===== config.mk =====
export PLATFORM = sky130hd
export DESIGN_NAME = sub_40b_seq_flat
export DESIGN_NICKNAME = d
export VERILOG_FILES = /design/src/rtl/sub_40b_seq_if.sv /design/src/rtl/sub_40b_seq.sv /design/src/flat_wrapper.sv
export SDC_FILE = /design/constraint.sdc
export NUM_CORES = 1
export LEC_CHECK = 0
export CAP_MARGIN = 15
export CORE_AREA = 8 8 112 125
export DETAILED_ROUTE_END_ITERATION = 8
export DIE_AREA = 0 0 120 133
export PLACE_DENSITY_LB_ADDON = 0.2
export SETUP_SLACK_MARGIN = 0.3
export SLEW_MARGIN = 10
export SYNTH_ARGS = -nofsm -noshare
export SYNTH_HDL_FRONTEND = slang
export SYNTH_SLANG_ARGS = --single-unit
export TNS_END_PERCENT = 10

===== constraint.sdc =====
create_clock -name clk -period 3.9 [get_ports clk]
set_clock_uncertainty 0.05 [all_clocks]
set_input_delay 0.78 -clock clk [delete_from_list [all_inputs] [get_ports clk]]
set_output_delay 0.78 -clock clk [all_outputs]
set_load 0.005 [all_outputs]

===== src/rtl/sub_40b_seq_if.sv =====
// -----------------------------------------------------------------------------
// sub_40b_seq_if
// Handshake and data bundle for the sequential 40-bit subtractor.
//   start  : request, sampled by the subtractor only while idle
//   A, B   : 40-bit minuend / subtrahend, captured on the accepting edge
//   Bin    : borrow-in, captured on the accepting edge
//   busy   : high while chunks are being processed
//   done   : one-cycle pulse when D/Bout/V are final
//   D      : 40-bit difference (registered)
//   Bout   : borrow out of bit 39
//   V      : two's-complement overflow
// master = requester side, slave = subtractor side.
// -----------------------------------------------------------------------------
interface sub_40b_seq_if;
    logic        start;
    logic [39:0] A;
    logic [39:0] B;
    logic        Bin;
    logic        busy;
    logic        done;
    logic [39:0] D;
    logic        Bout;
    logic        V;

    modport master (
        output start, A, B, Bin,
        input  busy, done, D, Bout, V
    );

    modport slave (
        input  start, A, B, Bin,
        output busy, done, D, Bout, V
    );
endinterface


===== src/rtl/sub_40b_seq.sv =====
// -----------------------------------------------------------------------------
// sub_40b_seq
// Sequential 40-bit ripple-borrow subtractor: D = A - B - Bin, computed one
// SLICE-bit chunk per clock, LSB chunk first, with a registered borrow carried
// between chunks. N = 40/SLICE chunk cycles; one operation every N+2 cycles.
//
// Parameters:
//   SLICE   : bits per cycle, one of 1, 2, 4, 5, 8, 10, 20, 40 (default 8)
// Ports:
//   clk     : rising-edge clock
//   reset_n : asynchronous active-low reset (release synchronized internally)
//   bus     : sub_40b_seq_if.slave (start/A/B/Bin in, busy/done/D/Bout/V out)
// Configuration macro:
//   SUB40_OVF_EN : when defined, the signed overflow flag V is generated;
//                  otherwise V is tied to 0.
// -----------------------------------------------------------------------------
module sub_40b_seq #(
    parameter int SLICE = 8
) (
    input  logic          clk,
    input  logic          reset_n,
    sub_40b_seq_if.slave  bus
);

    localparam int N  = 40 / SLICE;
    localparam int KW = (N > 1) ? $clog2(N) : 1;

    typedef enum logic [1:0] {
        IDLE = 2'd0,
        RUN  = 2'd1,
        DONE = 2'd2
    } state_t;

    state_t            state_q, state_d;
    logic [39:0]       a_q, a_d;
    logic [39:0]       b_q, b_d;
    logic [39:0]       dres_q, dres_d;
    logic              brw_q, brw_d;
    logic              bout_q, bout_d;
    logic [KW-1:0]     k_q, k_d;
    logic [1:0]        sync_q;

    logic              rdy;
    logic [5:0]        base;
    logic [SLICE-1:0]  a_chunk;
    logic [SLICE-1:0]  b_chunk;
    logic [SLICE:0]    chunk_diff;
    logic              last_chunk;

    // Reset release is re-timed through two flops so that a start coinciding
    // with an asynchronous deassertion is never half-accepted.
    assign rdy = sync_q[1];

    assign base       = 6'(int'(k_q) * SLICE);
    assign a_chunk    = a_q[base +: SLICE];
    assign b_chunk    = b_q[base +: SLICE];
    // The extra MSB of the widened difference is the borrow out of this chunk.
    assign chunk_diff = {1'b0, a_chunk} - {1'b0, b_chunk} - {{SLICE{1'b0}}, brw_q};
    assign last_chunk = (state_q == RUN) && (k_q == KW'(N - 1));

    always_comb begin
        state_d = state_q;
        a_d     = a_q;
        b_d     = b_q;
        dres_d  = dres_q;
        brw_d   = brw_q;
        bout_d  = bout_q;
        k_d     = k_q;
        case (state_q)
            IDLE: begin
                if (bus.start && rdy) begin
                    a_d     = bus.A;
                    b_d     = bus.B;
                    brw_d   = bus.Bin;
                    k_d     = '0;
                    state_d = RUN;
                end
            end
            RUN: begin
                dres_d[base +: SLICE] = chunk_diff[SLICE-1:0];
                brw_d                 = chunk_diff[SLICE];
                if (last_chunk) begin
                    bout_d  = chunk_diff[SLICE];
                    k_d     = '0;
                    state_d = DONE;
                end else begin
                    k_d = k_q + KW'(1);
                end
            end
            DONE: begin
                state_d = IDLE;
            end
            default: begin
                state_d = IDLE;
            end
        endcase
    end

    always_ff @(posedge clk or negedge reset_n) begin
        if (!reset_n) begin
            state_q <= IDLE;
            a_q     <= '0;
            b_q     <= '0;
            dres_q  <= '0;
            brw_q   <= 1'b0;
            bout_q  <= 1'b0;
            k_q     <= '0;
            sync_q  <= 2'b00;
        end else begin
            state_q <= state_d;
            a_q     <= a_d;
            b_q     <= b_d;
            dres_q  <= dres_d;
            brw_q   <= brw_d;
            bout_q  <= bout_d;
            k_q     <= k_d;
            sync_q  <= {sync_q[0], 1'b1};
        end
    end

`ifdef SUB40_OVF_EN
    // Overflow: operands of opposite sign and the result sign differs from
    // the minuend. The result sign is the MSB of the final chunk.
    logic v_q, v_d;

    always_comb begin
        v_d = v_q;
        if (last_chunk) begin
            v_d = (a_q[39] ^ b_q[39]) & (chunk_diff[SLICE-1] ^ a_q[39]);
        end
    end

    always_ff @(posedge clk or negedge reset_n) begin
        if (!reset_n) begin
            v_q <= 1'b0;
        end else begin
            v_q <= v_d;
        end
    end

    assign bus.V = v_q;
`else
    assign bus.V = 1'b0;
`endif

    assign bus.busy = (state_q == RUN);
    assign bus.done = (state_q == DONE);
    assign bus.D    = dres_q;
    assign bus.Bout = bout_q;

endmodule


===== src/flat_wrapper.sv =====
// flat-port wrapper written by rule: the top's interface ports become plain ports
module sub_40b_seq_flat 
#(
    parameter int SLICE = 8
)
  (clk, reset_n, bus_start, bus_A, bus_B, bus_Bin, bus_busy, bus_done, bus_D, bus_Bout, bus_V);
  sub_40b_seq_if bus_i ();
  input  logic clk;
  input  logic reset_n;
  input wire logic [$bits(bus_i.start)-1:0] bus_start;
  input wire logic [$bits(bus_i.A)-1:0] bus_A;
  input wire logic [$bits(bus_i.B)-1:0] bus_B;
  input wire logic [$bits(bus_i.Bin)-1:0] bus_Bin;
  output wire logic [$bits(bus_i.busy)-1:0] bus_busy;
  output wire logic [$bits(bus_i.done)-1:0] bus_done;
  output wire logic [$bits(bus_i.D)-1:0] bus_D;
  output wire logic [$bits(bus_i.Bout)-1:0] bus_Bout;
  output wire logic [$bits(bus_i.V)-1:0] bus_V;
  assign bus_i.start = bus_start;
  assign bus_i.A = bus_A;
  assign bus_i.B = bus_B;
  assign bus_i.Bin = bus_Bin;
  assign bus_busy = bus_i.busy;
  assign bus_done = bus_i.done;
  assign bus_D = bus_i.D;
  assign bus_Bout = bus_i.Bout;
  assign bus_V = bus_i.V;
  sub_40b_seq #(.SLICE(SLICE)) u_core (.clk(clk), .reset_n(reset_n), .bus(bus_i));
endmodule

# [After elaboration in Yosys (flattened, before gate mapping)]
# Cells that the tools add are included.
[totals] mem_count=0 ram_bits=0 latch_bits=0 romBits=0 input_bits=84 regBits=129 out_inout_bits=44
[classes] shifts=4 eq_ne=5 add_sub_neg=4 reduce_logical=8 muxes=9 order_cmp=0 multipliers=0 n_bitwise=0 div_mod_pow=0
[op_table] cell="indexed part select 40 x 7 -> 8 bit" n=2
[op_table] cell="bitwise mux 40 bit" n=1
[op_table] cell="variable shift 8 x 8 -> 40 bit (first input constant)" n=1
[op_table] cell="indexed part select 8 x 8 -> 40 bit" n=1
[op_table] cell="subtractor 8 x 8 -> 9 bit" n=1
[op_table] cell="subtractor 9 x 1 -> 9 bit" n=1
[op_table] cell="negator 6 -> 8 bit" n=1
[op_table] cell="AND reduction 2 bit" n=4
[op_table] cell="two-way mux 3 bit" n=2
[op_table] cell="one-hot mux 3 bit (2 select lines)" n=1
[op_table] cell="two-way mux 2 bit" n=2
[op_table] cell="!= test 2 x 1 -> 1 bit (second input constant)" n=2
[op_table] cell="one-hot mux 2 bit (2 select lines)" n=1
[op_table] cell="adder 3 x 1 -> 3 bit (second input constant)" n=1
[op_table] cell="equality test 3 bit (second input constant)" n=1
[op_table] cell="equality test 2 x 1 -> 1 bit (second input constant)" n=1
[op_table] cell="equality test 2 bit (second input constant)" n=1
[op_table] cell="logical AND 1 bit" n=2
[op_table] cell="zero test 2 bit" n=1
[op_table] cell="one-hot mux 1 bit (2 select lines)" n=1
[op_table] cell="nonzero test 2 bit" n=1
[op_table] cell="two-way mux 1 bit" n=1

# [Logic depth before layout (Yosys ltp)]
# Gate-level depths: netlist (run 1).
[logic_depth] ltp_word=5 mapped_depth=16 ltp_nobuf=14

# [Least setup slack after synthesis (run 1)]
# Ideal clock, no wire load.
[synth_path] path_type="register to register" from="register u_core.k_q[2]" to="register u_core.dres_q[15] (netlist: u_core.bus.D[15])" stages_incl_launch_ff=14 required_time_ps=3755 arrival_ps=2942 setup_slack_ps=813 path_buffers=2 cell_sequence="dfrtp_1 > buf_2 > nor2_1 > clkbuf_1 > nand2_1 > o21ai_0 > a21oi_1 > fa_1 > ha_1 > nand2b_1 > a211oi_1 > a211oi_2 > o21a_1 > o31ai_1"
[synth_via] elab_chain_cells=5 word_cells_on_any_way=8 classes_between="3 x add/sub; 4 x shift; 1 x mux"
[synth_rtl] element="start, declared" line_no="sub_40b_seq.sv:40" source="logic [KW-1:0] k_q, k_d;"
[synth_rtl] element="start signal, assigned" line_no="sub_40b_seq.sv:116" source="k_q <= k_d;"
[synth_rtl] element="indexed part select 40 x 7 -> 8 bit (on tied branches)" line_no="sub_40b_seq.sv:55, sub_40b_seq.sv:56"
[synth_rtl] element="subtractor 8 x 8 -> 9 bit" line_no="sub_40b_seq.sv:58" source="assign chunk_diff = {1'b0, a_chunk} - {1'b0, b_chunk} - {{SLICE{1'b0}}, brw_q};"
[synth_rtl] element="subtractor 9 x 1 -> 9 bit" line_no="sub_40b_seq.sv:58"
[synth_rtl] element="indexed part select 8 x 8 -> 40 bit" line_no="sub_40b_seq.sv:80" source="dres_d[base +: SLICE] = chunk_diff[SLICE-1:0];"
[synth_rtl] element="bitwise mux 40 bit (*)" line_no="sub_40b_seq.sv:80"
[synth_rtl] element="end signal, assigned" line_no="sub_40b_seq.sv:113" source="dres_q <= dres_d;"
[synth_rtl] element="end, declared" line_no="sub_40b_seq.sv:37" source="logic [39:0] dres_q, dres_d;"
# Mark *: on every way between the ends. The rest lies on a longest branch, timed or not.
# A chain may end at the register's enable or synchronous reset.

# [Final worst setup path (run 1)]
[layout_path] from="register u_core.k_q[2]" to="register u_core.dres_q[5] (netlist: u_core.bus.D[5])"
# The elaborated chain is that of the path after synthesis.

==> results of run 1 <==
==> kinds of logic (layout without fill, tap and decap cells) <==
logic type               Yosys count  after routing  share of synthesized area
XOR/XNOR                           6              6                    0.00886
AND/OR/NAND/NOR                   95             95                     0.0707
flip-flops                       129            129                      0.544
other                              2              2                    0.00127
multiplexers                     124            124                      0.231
buffers and inverters             42            177                     0.0297
adder cells (fa/ha/maj)           18             18                     0.0405
AO/OA/AOI/OAI                     73             73                     0.0736
==> registers in the layout, summed over array words and instances, names as in the netlist <==
name             count
u_core.a_q          40
u_core.b_q          40
u_core.brw_q         1
u_core.bus.Bout      1
u_core.bus.D        40
u_core.k_q           3
u_core.state_q       2
u_core.sync_q        2
==> area by class of cell <==
class,instances,area share
inverters,16,0.00756
well taps,154,0.0243
clock inverters,6,0.0132
clock buffers,24,0.0606
flip-flops and latches,129,0.406
multi-input cells,318,0.319
repair buffers,131,0.169
==> stage by stage <==
step	worst slack [ps]	hold WS, ps	cells
6_report	635	306	778
5_1_grt	310	327	778
4_1_cts	616	312	778
3_5_place_dp	618	300	748
3_3_place_gp	738	283	748
2_1_floorplan	813	281	489
==> Yosys cell counts (all sizes together), types with 2 or more instances <==
cell	count	area, um^2
or3	2	12.5
fa	2	40.0
xor2	4	35.0
o21ai	30	150
inv	15	56.3
a211oi	3	27.5
and2	2	12.5
nand3	3	15.0
nor2	23	86.3
nor3	6	40.0
o21a	3	22.5
o31ai	7	66.3
mux2	93	1050
xnor2	2	17.5
clkbuf	15	56.3
mux2i	30	300
dfrtp	129	3230
o22ai	8	50.1
nor2b	2	12.5
nand2b	6	40.0
nand2	49	184
ha	16	200
buf	11	60.1
a21oi	19	95.1
conb	2	7.51
==> power breakdown <==
group	switching (mW)	leakage (nW)	internal [mW]	total [mW]
sequential	0.409	1.51	2.01	2.42
combinational	2.37	1.58	2.03	4.40
clock	0.521	0.290	1.04	1.57
total	3.30	3.39	5.09	8.39
==> placed cells by master (no fill, tap or decap), types with 8 or more instances in the layout <==
| cell | instances |
|---|---|
| a21oi_1 | 19 |
| clkbuf_16 | 17 |
| clkdlybuf4s50_1 | 125 |
| dfrtp_1 | 129 |
| ha_1 | 16 |
| inv_1 | 15 |
| mux2_2 | 93 |
| mux2i_1 | 30 |
| nand2_1 | 49 |
| nor2_1 | 23 |
| o21ai_0 | 24 |
| o22ai_1 | 8 |
==> path summary, 6_finish.rpt <==
path,from,to,slack (ps),cells past startpoint
worst max-delay path,u_core.k_q[2],u_core.bus.D[5],630,12
worst min-delay path,reset_n,u_core.bus.D[27],310,1
worst max register to register,u_core.k_q[2],u_core.bus.D[5],630,12
worst min register to register,u_core.sync_q[0],u_core.sync_q[1],310,0
max in group asynchronous,reset_n,u_core.a_q[13],2650,2
min in group clk,u_core.sync_q[0],u_core.sync_q[1],310,0
==> routing by layer <==
metal  track usage  part of all wire  vias to the layer above
li1              -                 -                     1952
met1         0.212              0.42                     2044
met2         0.303              0.50                      124
met3        0.0596             0.064                       20
met4        0.0632             0.018                        0
met5             0                 0                        -
==> impl_metrics.py, run 1 <==
metrics = {
    "timing": {
        "max_freq_mhz": 306,
        "setup_violations": 0,
        "rsz0062_at_grt": "no",
        "fin_setup_tns_ps": 0,
        "fin_crit_sh": 0.837,
        "tightest_slew_ps": 723,
        "report.final.slew_viol_count": 0,
        "fin_crit_ps": 3270,
        "final-hold-violation-count": 0,
        "slew_headroom": 0.517,
    },
    "critical_path": {
        "crit_path_end_kind": "flop",
        "cp.required_ps": 4120,
        "cp-start-kind": "flop",
        "cp_slowest_stage_delay_ps": 600,
        "crit_buf_inv": 1,
        "worstPathArrival_ps": 3480,
        "crit_type": "reg2reg",
        "cp_slowest_cell": "dfrtp_1",
        "critical-path-top-delay-family": "compound AO/OA/AOI/OAI gates",
        "crit_top_cell": "a21oi_1",
        "crit_chain": "buf_12 > mux2i_1 > nor2_1 > a21oi_1 > o22ai_1 > fa_1 > ha_1 > nand2b_1 > a211oi_1 > a21oi_1 > xnor2_1 > o21ai_1",
        "worstPathMaxFanout": 17,
    },
    "synth": {
        "synth_ff_type": "dfrtp_1",
        "syn_nets": 591,
        "syn-instance-count": 489,
        "ys_seq_area_frac": 0.544,
        "async_flop_share": 1.00,
        "yosysWarnings": 0,
        "synthesis.area_um2": 5930,
        "synth_edf_count": 0,
        "yosysUniqueCellTypes": 38,
        "synth-seq-cells": 129,
        "synth.avg_cell_area_um2": 12.1,
    },
    "global_route": {
        "antenna_found_initial": 0,
        "grt_max_degree": 89,
        "gr-usage-all-layers": 0.181,
        "grt_pass1_vias": 4453,
        "grt_overflow_total": 0,
        "grt_pass1_wl_mm": 23.1,
    },
    "die": {
        "die_x_um": 120,
        "pin_count": 128,
        "initial_core_util": 0.502,
        "core_region_area_um2": 11800,
        "core.rowCount": 42,
        "dieHeight_um": 133,
        "die_area_um2": 16000,
    },
    "clock_tree": {
        "numClockSinks": 129,
        "worst_skew_pair.late_latency_ps": 410,
        "hold_buffers": 0,
        "cts_made_buffers": 17,
        "clk_pin_slew_ps": 50,
        "cts_buffer_depth": 2,
        "cts_resized": 0,
        "cts.repair_timing.setup_buffer_count": 0,
        "cts-root-buf": "clkbuf_16",
        "tritoncts": "yes",
        "h-tree-depth": 4,
    },
    "power_and_ir_drop": {
        "ir_worst_vdd_uv": 806,
        "p_leak_nw": 3.39,
        "power.total_mw": 8.39,
        "p_per_area_nw_per_um2": 1060,
    },
    "layout": {
        "multi_input_area_um2": 2530,
        "diodes": 0,
        "fin_area_um2": 7950,
        "layout-drive-gt1-share": 0.212,
        "ff_latch_area_um2": 3230,
        "fillCellCount": 920,
        "finalNetCount": 715,
        "fin_util": 0.672,
        "area_growth_pct": 34.0,
    },
    "drt": {
        "drc": 0,
        "wirelength_mm": 14.1,
        "drtPass1Iterations": 4,
        "routedWlPerCell_um": 18.2,
        "vias": 4140,
        "drt_iter0_drc": 239,
        "ant_nets": 0,
        "avgViaCountPerCell": 5.32,
    },
    "place": {
        "place_hpwl_mm": 10.5,
        "placed_area_um2": 7360,
        "gp_congestion": 0.842,
        "numPortBuffers": 126,
    },
    "hold_path": {
        "hold_path_class": "in2async",
    },
    "flow_run": {
        "drv_cap": 0,
    },
    "outcome": {
        "status": "finished clean",
    },
}
Power figures use the tool's default switching activity.
==> run 2: changes to the inputs <==
CORE_AREA = 8 8 118 131   (was 8 8 112 125)
DIE_AREA = 0 0 126 139   (was 0 0 120 133)
clock period = 2.88 ns   (was 3.9 ns; I/O delays follow)
==> run 2 against run 1 <==
Against the previous run:
- first-iteration DRC count grew 13%
- sequential share of layout area down 2.5 points
- critical path depth up 1
- critical endpoint is now u_core.bus.D[21]
- final area is 6.6% higher
- maximum frequency grew 17%
==> impl_metrics.py, run 2 (same netlist as run 1, synthesis figures left out) <==
metrics = {
    "outcome": {
        "status": "finished clean",
    },
    "timing": {
        "hold-worst-slack_ps": 124,
        "final-hold-violation-count": 0,
        "rsz0062_at_grt": "yes",
        "report.final.slew_viol_count": 0,
        "fin_crit_ps": 2800,
        "max_freq_mhz": 357,
        "slew_headroom": 0.600,
        "fin_crit_sh": 0.973,
        "setup_ws_ps": 77.3,
        "tightest_slew_ps": 600,
        "setup_violations": 0,
    },
    "critical_path": {
        "r2r-end": "u_core.bus.D[21]",
        "cp-start-kind": "flop",
        "worstSetupEndpoint": "u_core.bus.D[21]",
        "crit_path_end_kind": "flop",
        "rrSetupSlack_ps": 80,
        "critical-path-top-delay-family": "adder cells",
        "worstPathArrival_ps": 3030,
        "cp-startpoint": "u_core.k_q[0]",
        "cp.required_ps": 3100,
        "crit_chain": "buf_6 > buf_12 > mux2i_4 > nor2_2 > a21oi_2 > fa_2 > ha_4 > nand2b_4 > a211oi_4 > a21oi_2 > xnor2_1 > buf_4 > o21ai_1",
        "worstPathMaxFanout": 5,
        "rr_startpoint": "u_core.k_q[0]",
        "crit_buf_inv": 3,
        "crit_top_cell": "a21oi_2",
        "crit_type": "reg2reg",
        "rr_worst_depth": 13,
        "cp.depth": 13,
        "cp_slowest_stage_delay_ps": 460,
        "cp_slowest_cell": "dfrtp_2",
    },
    "drt": {
        "drtPass1Iterations": 6,
        "drt_iter0_drc": 271,
        "vias": 4271,
        "wirelength_mm": 14.8,
        "drc": 0,
        "ant_nets": 0,
        "avgViaCountPerCell": 5.23,
        "routedWlPerCell_um": 18.2,
    },
    "layout": {
        "fin_area_um2": 8470,
        "finalNetCount": 741,
        "diodes": 0,
        "layout-drive-gt1-share": 0.322,
        "mostFrequentLayoutCell": "dfrtp_1",
        "final_cell_mix": "dfrtp_1 (127), clkdlybuf4s50_1 (125), mux2_2 (93)",
        "area_growth_pct": 42.8,
    },
    "die": {
        "die_area_um2": 17500,
        "pin_count": 128,
        "dieHeight_um": 139,
        "core.rowCount": 45,
        "die_x_um": 126,
        "initial_core_util": 0.443,
        "core_region_area_um2": 13400,
    },
    "flow_run": {
        "drv_cap": 0,
    },
    "global_route": {
        "antenna_found_initial": 0,
        "gr-usage-all-layers": 0.172,
        "grt_max_degree": 87,
        "grt_overflow_total": 0,
        "grt_pass1_wl_mm": 24.2,
        "grt_pass1_vias": 4718,
    },
    "place": {
        "post-place-ws_ps": -69.8,
        "numPortBuffers": 126,
        "gp_congestion": 0.796,
        "placed_area_um2": 7510,
        "place_hpwl_mm": 10.6,
    },
    "clock_tree": {
        "cts-root-buf": "clkbuf_16",
        "h-tree-depth": 4,
        "cts_buffer_depth": 2,
        "hold_buffers": 0,
        "numClockSinks": 129,
        "clk_pin_slew_ps": 60,
        "cts_made_buffers": 17,
        "worst_skew_pair.late_latency_ps": 410,
        "tritoncts": "yes",
    },
    "hold_path": {
        "hold_path_class": "in2async",
    },
}
run 2: metal layers:
metal  GRT usage  vias to the layer above  share of wire
met5           0                        -              0
met4      0.0596                        0          0.014
met3      0.0535                       14          0.057
met2       0.285                      110           0.50
met1       0.208                     2145           0.43
li1            -                     2002              -
run 2: layout make-up:
| type | count | area, um^2 |
|---|---|---|
| tap | 164 | 205 |
| fill | 1041 | 4930 |
| sequential | 129 | 3230 |
| timing repair buffer | 157 | 1600 |
| clock buffer | 20 | 447 |
| inverter | 16 | 63.8 |
| clock inverter | 12 | 136 |
| multi-input combinational | 318 | 2790 |
run 2: worst min path at each step:
| stage | start | endpoint | slack, ps | depth (start not counted) |
|---|---|---|---|---|
| detailed placement | u_core.sync_q[0] | u_core.sync_q[1] | 310 | 0 |
| CTS | reset_n | u_core.bus.D[24] | 140 | 1 |
| finish | reset_n | u_core.sync_q[1] | 120 | 1 |
| global placement | u_core.sync_q[0] | u_core.sync_q[1] | 280 | 0 |
| floorplan | reset_n | u_core.a_q[0] | 230 | 0 |
| global route | reset_n | u_core.sync_q[1] | 160 | 1 |
run 2: per-stage QoR:
stage	cells	setup TNS, ps	utilization
6_report	816	0	0.632
5_1_grt	816	-144	0.632
4_1_cts	811	0	0.617
3_5_place_dp	769	-312	0.560
3_3_place_gp	769	0	0.560
2_1_floorplan	489	0	-
run 2: repair_timing:
item | 4_1_cts | 5_1_grt
buffers inserted | 10 | 4
gates resized for setup | 16 | 38
setup endpoints to repair | 34 | 41
cloned | 0 | 1
pin swaps | 16 | 18
endpoints found under the hold margin | 0 | 0
Power of run 2 is left out: the tool's default activity adds up to more than one toggle a clock period on the data nets, which glitch-free logic cannot reach.
==> run 3: changes to the inputs <==
CTS_CLUSTER_DIAMETER = 80   (was not set)
==> results of run 3 <==
The final DEF is identical to that of run 2; final timing and power are the same.
Power of run 3 is left out for the same reason.
